File: src/rtl/bp_common_pkg.sv
// Shared TLB types: tag/PTE struct macros and walk FSM states.
// Width-dependent structs are macros so each instance picks its own widths.
`ifndef BP_COMMON_PKG_MACROS
`define BP_COMMON_PKG_MACROS
`define BP_PTE_ENTRY_LEAF_S(ptag_w) \
  struct packed { \
    logic [ptag_w-1:0] ptag; \
    logic g; logic a; logic d; logic u; \
    logic x; logic w; logic r; logic v; \
  }
`define BP_TLB_TAG_S(asid_w, vtag_w) \
  struct packed { \
    logic [asid_w-1:0] asid; \
    logic [vtag_w-1:0] vtag; \
    logic g; \
  }
`endif

package bp_common_pkg;

  typedef enum logic [0:0] {
    e_tlb_idle = 1'b0,
    e_tlb_walk = 1'b1
  } bp_tlb_fsm_e;

  // position of the global bit in a flat leaf PTE
  localparam int bp_pte_g_bit_gp = 7;

endpackage

File: src/rtl/bp_tlb_plru_tree.sv
// Tree pseudo-LRU; a node bit of 1 points the victim at its right subtree.
// Victim is combinational from the tree bits.
module bp_tlb_plru_tree
  import bp_common_pkg::*;
#(
  parameter int els_p = 8,
  localparam int lg_els_lp = $clog2(els_p)
) (
  input  logic                 clk_i,
  input  logic                 reset_n_i,
  input  logic                 clear_i,
  input  logic                 touch_v_i,
  input  logic [lg_els_lp-1:0] touch_way_i,
  output logic [lg_els_lp-1:0] victim_o
);

  logic [els_p-1:1] bits_r, bits_n;
  logic [lg_els_lp-1:0] tnode, vnode;

  always_comb begin
    bits_n = bits_r;
    tnode = lg_els_lp'(1);
    for (int l = 0; l < lg_els_lp; l++) begin
      bits_n[tnode] = ~touch_way_i[lg_els_lp-1-l];
      tnode = lg_els_lp'({tnode, touch_way_i[lg_els_lp-1-l]});
    end
  end

  always_comb begin
    victim_o = '0;
    vnode = lg_els_lp'(1);
    for (int l = 0; l < lg_els_lp; l++) begin
      victim_o[lg_els_lp-1-l] = bits_r[vnode];
      vnode = lg_els_lp'({vnode, bits_r[vnode]});
    end
  end

  always_ff @(posedge clk_i or negedge reset_n_i) begin
    if (!reset_n_i)
      bits_r <= '0;
    else if (clear_i)
      bits_r <= '0;
    else if (touch_v_i)
      bits_r <= bits_n;
  end

endmodule

File: src/rtl/bsg_mem_1rw_sync.sv
// Single-port synchronous RAM: one read or write per cycle.
// Read data holds until the next read.
module bsg_mem_1rw_sync #(
  parameter int width_p = 36,
  parameter int els_p = 8,
  localparam int lg_els_lp = $clog2(els_p)
) (
  input  logic                 clk_i,
  input  logic                 v_i,
  input  logic                 w_i,
  input  logic [lg_els_lp-1:0] addr_i,
  input  logic [width_p-1:0]   data_i,
  output logic [width_p-1:0]   data_o
);

  logic [width_p-1:0] mem [els_p];

  always_ff @(posedge clk_i) begin
    if (v_i & w_i)
      mem[addr_i] <= data_i;
    else if (v_i)
      data_o <= mem[addr_i];
  end

endmodule

File: src/rtl/bp_tlb_asid.sv
// ASID-tagged fully-associative TLB with last-hit bypass and ASID flush walk.
// BP_TLB_PERF_CNT_EN enables saturating hit/miss/bypass counters.
module bp_tlb_asid
  import bp_common_pkg::*;
#(
  parameter int els_p = 8,
  parameter int vtag_width_p = 27,
  parameter int ptag_width_p = 28,
  parameter int asid_width_p = 10,
  parameter int entry_width_p = ptag_width_p + 8,
  localparam int lg_els_lp = $clog2(els_p)
) (
  input  logic                     clk_i,
  input  logic                     reset_n_i,
  input  logic                     translation_en_i,
  input  logic                     flush_v_i,
  input  logic                     flush_asid_v_i,
  input  logic [asid_width_p-1:0]  flush_asid_i,
  input  logic                     v_i,
  input  logic                     w_i,
  input  logic [asid_width_p-1:0]  asid_i,
  input  logic [vtag_width_p-1:0]  vtag_i,
  input  logic [entry_width_p-1:0] entry_i,
  output logic                     ready_o,
  output logic                     v_o,
  output logic [entry_width_p-1:0] entry_o,
  output logic                     miss_v_o,
  output logic [vtag_width_p-1:0]  miss_vtag_o,
  output logic [31:0]              hit_cnt_o,
  output logic [31:0]              miss_cnt_o,
  output logic [31:0]              bypass_cnt_o
);

  typedef `BP_TLB_TAG_S(asid_width_p, vtag_width_p) tag_s;
  typedef `BP_PTE_ENTRY_LEAF_S(ptag_width_p) pte_s;

  bp_tlb_fsm_e state_r;
  tag_s [els_p-1:0] tag_r;
  logic [els_p-1:0] valid_r, match;
  logic [asid_width_p-1:0] flush_asid_r;
  logic [lg_els_lp-1:0] idx_r, hit_way, free_way;
  logic [lg_els_lp-1:0] victim, fill_way;
  logic free_v, cam_hit, byp_hit, walk_clr;
  logic acc, lkup, pass, fill, cam_rd, lk_hit;
  logic full_flush, asid_flush, byp_clr;
  logic ram_v, ram_w;
  logic [entry_width_p-1:0] ram_q;
  logic ten_r, byp_v_r, byp_load_r;
  logic [asid_width_p-1:0] byp_asid_r;
  logic [vtag_width_p-1:0] byp_vtag_r;
  logic [entry_width_p-1:0] byp_entry_r, out_entry_r;
  logic src_ram_r;
  pte_s pt_pte;

  assign ready_o = (state_r == e_tlb_idle);
  assign full_flush = ready_o & flush_v_i & ~flush_asid_v_i;
  assign asid_flush = ready_o & flush_v_i & flush_asid_v_i;
  assign acc  = ready_o & v_i & ~flush_v_i;
  assign lkup = acc & ~w_i & translation_en_i;
  assign pass = acc & ~w_i & ~translation_en_i;
  assign fill = acc & w_i & translation_en_i;

  // descending scan leaves the lowest matching/free index
  always_comb begin
    match = '0;
    hit_way = '0;
    free_way = '0;
    free_v = 1'b0;
    for (int i = els_p - 1; i >= 0; i--) begin
      match[i] = valid_r[i] & (tag_r[i].vtag == vtag_i)
               & ((tag_r[i].asid == asid_i) | tag_r[i].g);
      if (match[i]) hit_way = lg_els_lp'(i);
      if (!valid_r[i]) begin
        free_way = lg_els_lp'(i);
        free_v = 1'b1;
      end
    end
  end

  assign cam_hit = |match;
  assign byp_hit = byp_v_r & (byp_asid_r == asid_i)
                 & (byp_vtag_r == vtag_i);
  assign cam_rd = lkup & ~byp_hit & cam_hit;
  assign lk_hit = lkup & (byp_hit | cam_hit);
  assign fill_way = cam_hit ? hit_way
                  : free_v ? free_way : victim;
  assign ram_v = fill | cam_rd;
  assign ram_w = fill;
  assign walk_clr = (state_r == e_tlb_walk) & valid_r[idx_r]
                  & (tag_r[idx_r].asid == flush_asid_r)
                  & ~tag_r[idx_r].g;
  assign byp_clr = fill | full_flush | asid_flush
                 | (ten_r & ~translation_en_i);

  always_comb begin
    pt_pte = '0;
    pt_pte.ptag = ptag_width_p'(vtag_i);
  end

  bsg_mem_1rw_sync #(
    .width_p(entry_width_p),
    .els_p(els_p)
  ) u_ram (
    .clk_i(clk_i),
    .v_i(ram_v),
    .w_i(ram_w),
    .addr_i(fill ? fill_way : hit_way),
    .data_i(entry_i),
    .data_o(ram_q)
  );

  bp_tlb_plru_tree #(.els_p(els_p)) u_plru (
    .clk_i(clk_i),
    .reset_n_i(reset_n_i),
    .clear_i(full_flush),
    .touch_v_i(ram_v),
    .touch_way_i(fill ? fill_way : hit_way),
    .victim_o(victim)
  );

  always_ff @(posedge clk_i or negedge reset_n_i) begin
    if (!reset_n_i) begin
      valid_r <= '0;
      tag_r <= '0;
    end else if (full_flush) begin
      valid_r <= '0;
    end else if (walk_clr) begin
      valid_r[idx_r] <= 1'b0;
    end else if (fill) begin
      valid_r[fill_way] <= 1'b1;
      tag_r[fill_way] <= '{asid: asid_i, vtag: vtag_i,
                           g: entry_i[bp_pte_g_bit_gp]};
    end
  end

  always_ff @(posedge clk_i or negedge reset_n_i) begin
    if (!reset_n_i) begin
      state_r <= e_tlb_idle;
      idx_r <= '0;
      flush_asid_r <= '0;
    end else begin
      unique case (state_r)
        e_tlb_idle: if (asid_flush) begin
          state_r <= e_tlb_walk;
          idx_r <= '0;
          flush_asid_r <= flush_asid_i;
        end
        e_tlb_walk: begin
          idx_r <= idx_r + 1'b1;
          if (idx_r == lg_els_lp'(els_p - 1))
            state_r <= e_tlb_idle;
        end
      endcase
    end
  end

  // bypass entry arrives from the RAM one cycle after the CAM hit
  always_ff @(posedge clk_i or negedge reset_n_i) begin
    if (!reset_n_i) begin
      ten_r <= 1'b0;
      byp_v_r <= 1'b0;
      byp_load_r <= 1'b0;
      byp_asid_r <= '0;
      byp_vtag_r <= '0;
      byp_entry_r <= '0;
      v_o <= 1'b0;
      miss_v_o <= 1'b0;
      miss_vtag_o <= '0;
      src_ram_r <= 1'b0;
      out_entry_r <= '0;
    end else begin
      ten_r <= translation_en_i;
      byp_load_r <= cam_rd;
      if (byp_load_r) byp_entry_r <= ram_q;
      if (byp_clr) begin
        byp_v_r <= 1'b0;
      end else if (cam_rd) begin
        byp_v_r <= 1'b1;
        byp_asid_r <= asid_i;
        byp_vtag_r <= vtag_i;
      end
      v_o <= pass | lk_hit;
      miss_v_o <= lkup & ~lk_hit;
      if (lkup & ~lk_hit) miss_vtag_o <= vtag_i;
      src_ram_r <= cam_rd;
      if (pass)
        out_entry_r <= entry_width_p'(pt_pte);
      else if (lkup & byp_hit)
        out_entry_r <= byp_load_r ? ram_q : byp_entry_r;
    end
  end

  assign entry_o = src_ram_r ? ram_q : out_entry_r;

`ifdef BP_TLB_PERF_CNT_EN
  logic [31:0] hit_cnt_r, miss_cnt_r, byp_cnt_r;

  always_ff @(posedge clk_i or negedge reset_n_i) begin
    if (!reset_n_i) begin
      hit_cnt_r <= '0;
      miss_cnt_r <= '0;
      byp_cnt_r <= '0;
    end else begin
      if (lk_hit & ~&hit_cnt_r)
        hit_cnt_r <= hit_cnt_r + 32'd1;
      if (lkup & ~lk_hit & ~&miss_cnt_r)
        miss_cnt_r <= miss_cnt_r + 32'd1;
      if (lkup & byp_hit & ~&byp_cnt_r)
        byp_cnt_r <= byp_cnt_r + 32'd1;
    end
  end

  assign hit_cnt_o = hit_cnt_r;
  assign miss_cnt_o = miss_cnt_r;
  assign bypass_cnt_o = byp_cnt_r;
`else
  assign hit_cnt_o = '0;
  assign miss_cnt_o = '0;
  assign bypass_cnt_o = '0;
`endif

endmodule
File: config.mk
export PLATFORM = sky130hd
export DESIGN_NAME = bp_tlb_asid
export DESIGN_NICKNAME = d
export VERILOG_FILES = /design/src/rtl/bp_common_pkg.sv /design/src/rtl/bp_tlb_plru_tree.sv /design/src/rtl/bsg_mem_1rw_sync.sv /design/src/rtl/bp_tlb_asid.sv
export SDC_FILE = /design/constraint.sdc
export NUM_CORES = 2
export LEC_CHECK = 0
export CORE_ASPECT_RATIO = 0.9
export CORE_MARGIN = 2
export CORE_UTILIZATION = 45
export DETAILED_ROUTE_END_ITERATION = 6
export GPL_TIMING_DRIVEN = 0
export SYNTH_ARGS = -nofsm -noshare
export SYNTH_HDL_FRONTEND = slang
export SYNTH_SLANG_ARGS = --single-unit
File: constraint.sdc
create_clock -name clk_i -period 6.15 [get_ports clk_i]
set_input_delay 1.23 -clock clk_i [delete_from_list [all_inputs] [get_ports clk_i]]
set_output_delay 1.23 -clock clk_i [all_outputs]
set_load 0.05 [all_outputs]
==> metrics.cfg <==
[sta]
timing.slew.headroom_pct = 10.8
final.setup_skew_ps = 29.8
fmax_mhz = 186
setup-violations-final = 0
fin_crit_ps = 5380
rsz0062_at_grt = false
slew_violations = 0
finalHoldViolCount = 0
finalCritPeriodShare_pct = 87.4
setup_tns_ps = 0
worstMarginPinSlew_ps = 1340

[synth]
synth_xor_area_share_pct = 8.29
ys_async_sr_fraction_pct = 59.4
synth_edf_count = 324
yosysUniqueCellTypes = 68
synth_seq_cells = 798
ys_seq_area_share_pct = 58.4
synth_area_leader_cell = dfrtp_1
synth_area_sq_mm = 0.0369
yosysWarnings = 0
avgSynthCellArea_sq_um = 13.1
netlist.area_leader.share_pct = 32.1
yosys-mux-area-fraction_pct = 15.9
ys.flop_type = dfrtp_1
synth_compound_area_share_pct = 5.02
synth_top_family_by_area = multiplexers
synth_adder_area_share_pct = 0.0677
synth.area.top_cells = dfrtp_1 32%, edfxtp_1 26%, mux2_2 9.9%
synthCells = 2811
synth-simple-area-share_pct = 6.77

[global_routing]
grt_pass1_wl_um = 162000
grt_antenna_before_repair = 6
grt_use_total_pct = 26.2
overflow = 0
grt_max_degree = 122
first_global_vias = 24235

[layout]
fill_cells = 6879
drive_gt1_share_pct = 23.2
layout.nets = 3245
regArea_sq_mm = 0.0216
area_delta_synth_final_pct = 17.2
multi_input_area_sq_mm = 0.0137

[placed_design]
port_buffers = 145
hpwl_um = 74600
gp_congestion = 0.914

[clocking]
clkSinkCount = 798
ctsResizeCount = 0
cts-hold-fix-buffers = 0
cts_tree = yes
clock_latency_ps = 640
cts_setup_buffers = 0
root_buffer = clkbuf_16
cts_made_buffers = 86
cts_buffer_depth = 3
clkSlewWorstSetupHoldPaths_ps = 50
cts_max_level = 3

[power]
p_per_area_mw_per_mm2 = 348
power.total_mw = 15.1
p_leak_nw = 19.1
vdd_drop_max_v = 0.000274

[setup_path]
crit_arrival_ps = 5720
cp_max_fo = 12
worstSetupPathType = input port to flop
r2r_slack_ps = 1080
cp_data_required_time_ps = 6490
cp-start-kind = input port
crit_path_end_kind = flop

[status]
status = finished, final reports clean

[detailed_routing]
avgRoutedWirePerCell_um = 25.8
post-route-drc-count = 0
drtIter0Drc = 2089
vias = 23978
drt-vias-per-instance = 5.60
antenna_left = 0
dr.pass1.iters = 7
drt_wl_total_um = 111000

[die]
num_io_pins = 252
initial_utilization_pct = 45.5
die_x_um = 306
rows = 99
die_h_um = 276
die_area_sq_mm = 0.0844
core_area_sq_mm = 0.0811

[worst_hold_path]
hold_path.class = flop to flop

[run]
maxCapViolCount = 0

[state kept, by name, indices dropped and copies added, names as in the netlist, 3 cells and up]
name	flops
miss_vtag_o	27
flush_asid_r	10
tag_r	304
idx_r	3
u_ram.data_o	36
u_ram.mem	288
byp_asid_r	10
valid_r	8
byp_vtag_r	27
u_plru.bits_r	7
out_entry_r	36
byp_entry_r	36
[power breakdown]
part / switching (mW) / leakage, nW / internal, mW
sequential: 0.409 / 9.34 / 6.08
combinational: 2.15 / 8.38 / 1.24
clock: 2.17 / 1.40 / 3.03
[logic make-up (layout without fill, tap and decap cells)]
family	count (synthesis)	in the layout
AND/OR/NAND/NOR	475	475
adder cells (fa/ha/maj)	2	2
AO/OA/AOI/OAI	291	291
multiplexers	535	535
flip-flops	798	798
XOR/XNOR	343	343
buffers and inverters	366	681
other	1	100
[critical path, stage by stage]
cell,delay [ps]
clkdlybuf4s50_1,620
buf_4,370
xnor2_1,190
nand4_1,130
nor3_1,220
and3_1,360
nor4_4,120
a211oi_1,560
and3_1,330
inv_1,70
clkbuf_1,390
nor3_4,560
buf_16,220
buf_16,160
buf_8,170
[synthesized netlist by cell type, types with 28 or more instances]
| cell type | count |
|---|---|
| mux2i_1 | 176 |
| o22ai_1 | 72 |
| or2_2 | 38 |
| o21ai_0 | 113 |
| clkbuf_1 | 83 |
| mux2_2 | 325 |
| a22oi_1 | 31 |
| nor4_1 | 45 |
| edfxtp_1 | 324 |
| nand4_1 | 114 |
| xor2_1 | 108 |
| nand3_1 | 28 |
| nor2_1 | 34 |
| nand2_1 | 160 |
| dfrtp_1 | 474 |
| buf_4 | 125 |
| xnor2_1 | 227 |
| buf_2 | 44 |
| inv_1 | 88 |
[final cells by class]
class                      instances  share of cell area, %
sequential                       798                   49.9
multi-input combinational       1742                   31.7
clock buffer                     119                   5.70
timing repair buffer             159                   4.12
buffer                           277                   3.92
tap                             1060                   3.06
clock inverter                    37                  0.870
inverter                          89                  0.771
antenna                            4                 0.0231
[cells in the final DEF (no fill, tap or decap), types with 44 or more instances in the layout]
cell type / n
buf_4: 125
o21ai_0: 113
conb_1: 96
nand2_1: 160
edfxtp_1: 324
nand4_1: 114
buf_2: 44
nor4_1: 45
clkdlybuf4s50_1: 144
clkbuf_1: 100
mux2_2: 325
o22ai_1: 72
xnor2_1: 227
dfrtp_1: 474
mux2i_1: 176
xor2_1: 108
inv_1: 84
clkbuf_16: 89
[path summary, 6_finish.rpt]
path	depth (start not counted)	to	from
min in group asynchronous	1	miss_vtag_o[26]	reset_n_i
hold / removal	2	byp_asid_r[8]	byp_asid_r[8]
setup reg to reg	13	u_ram.mem[7][21]	tag_r[185]
hold reg to reg	2	byp_asid_r[8]	byp_asid_r[8]
max in group asynchronous	4	flush_asid_r[8]	reset_n_i
setup / recovery	15	u_ram.mem[7][21]	vtag_i[10]
[metrics by stage]
| stage | cells | util, % | hold slack (ps) | setup slack, ps | area (sq um) |
|---|---|---|---|---|---|
| finish | 4285 | 53.4 | 488 | 772 | 43300 |
| global route | 4281 | 53.4 | 506 | 578 | 43300 |
| CTS | 4281 | 53.4 | 492 | 881 | 43300 |
| detailed placement | 4125 | 49.9 | 479 | 214 | 40400 |
| global placement | 4111 | 49.4 | 470 | -17130 | 40100 |
| floorplan | 2906 | - | 458 | 1020 | 37300 |
[per-layer routing]
layer  vias up  track usage, %  part of all wire (%)
met5         -               0                 0.023
met4         4            9.04                   3.4
met3       233            3.68                   6.5
met2       974            44.1                    48
met1     12167            35.0                    42
li1      10600               -                     -
(Power assumes the default switching activity.)
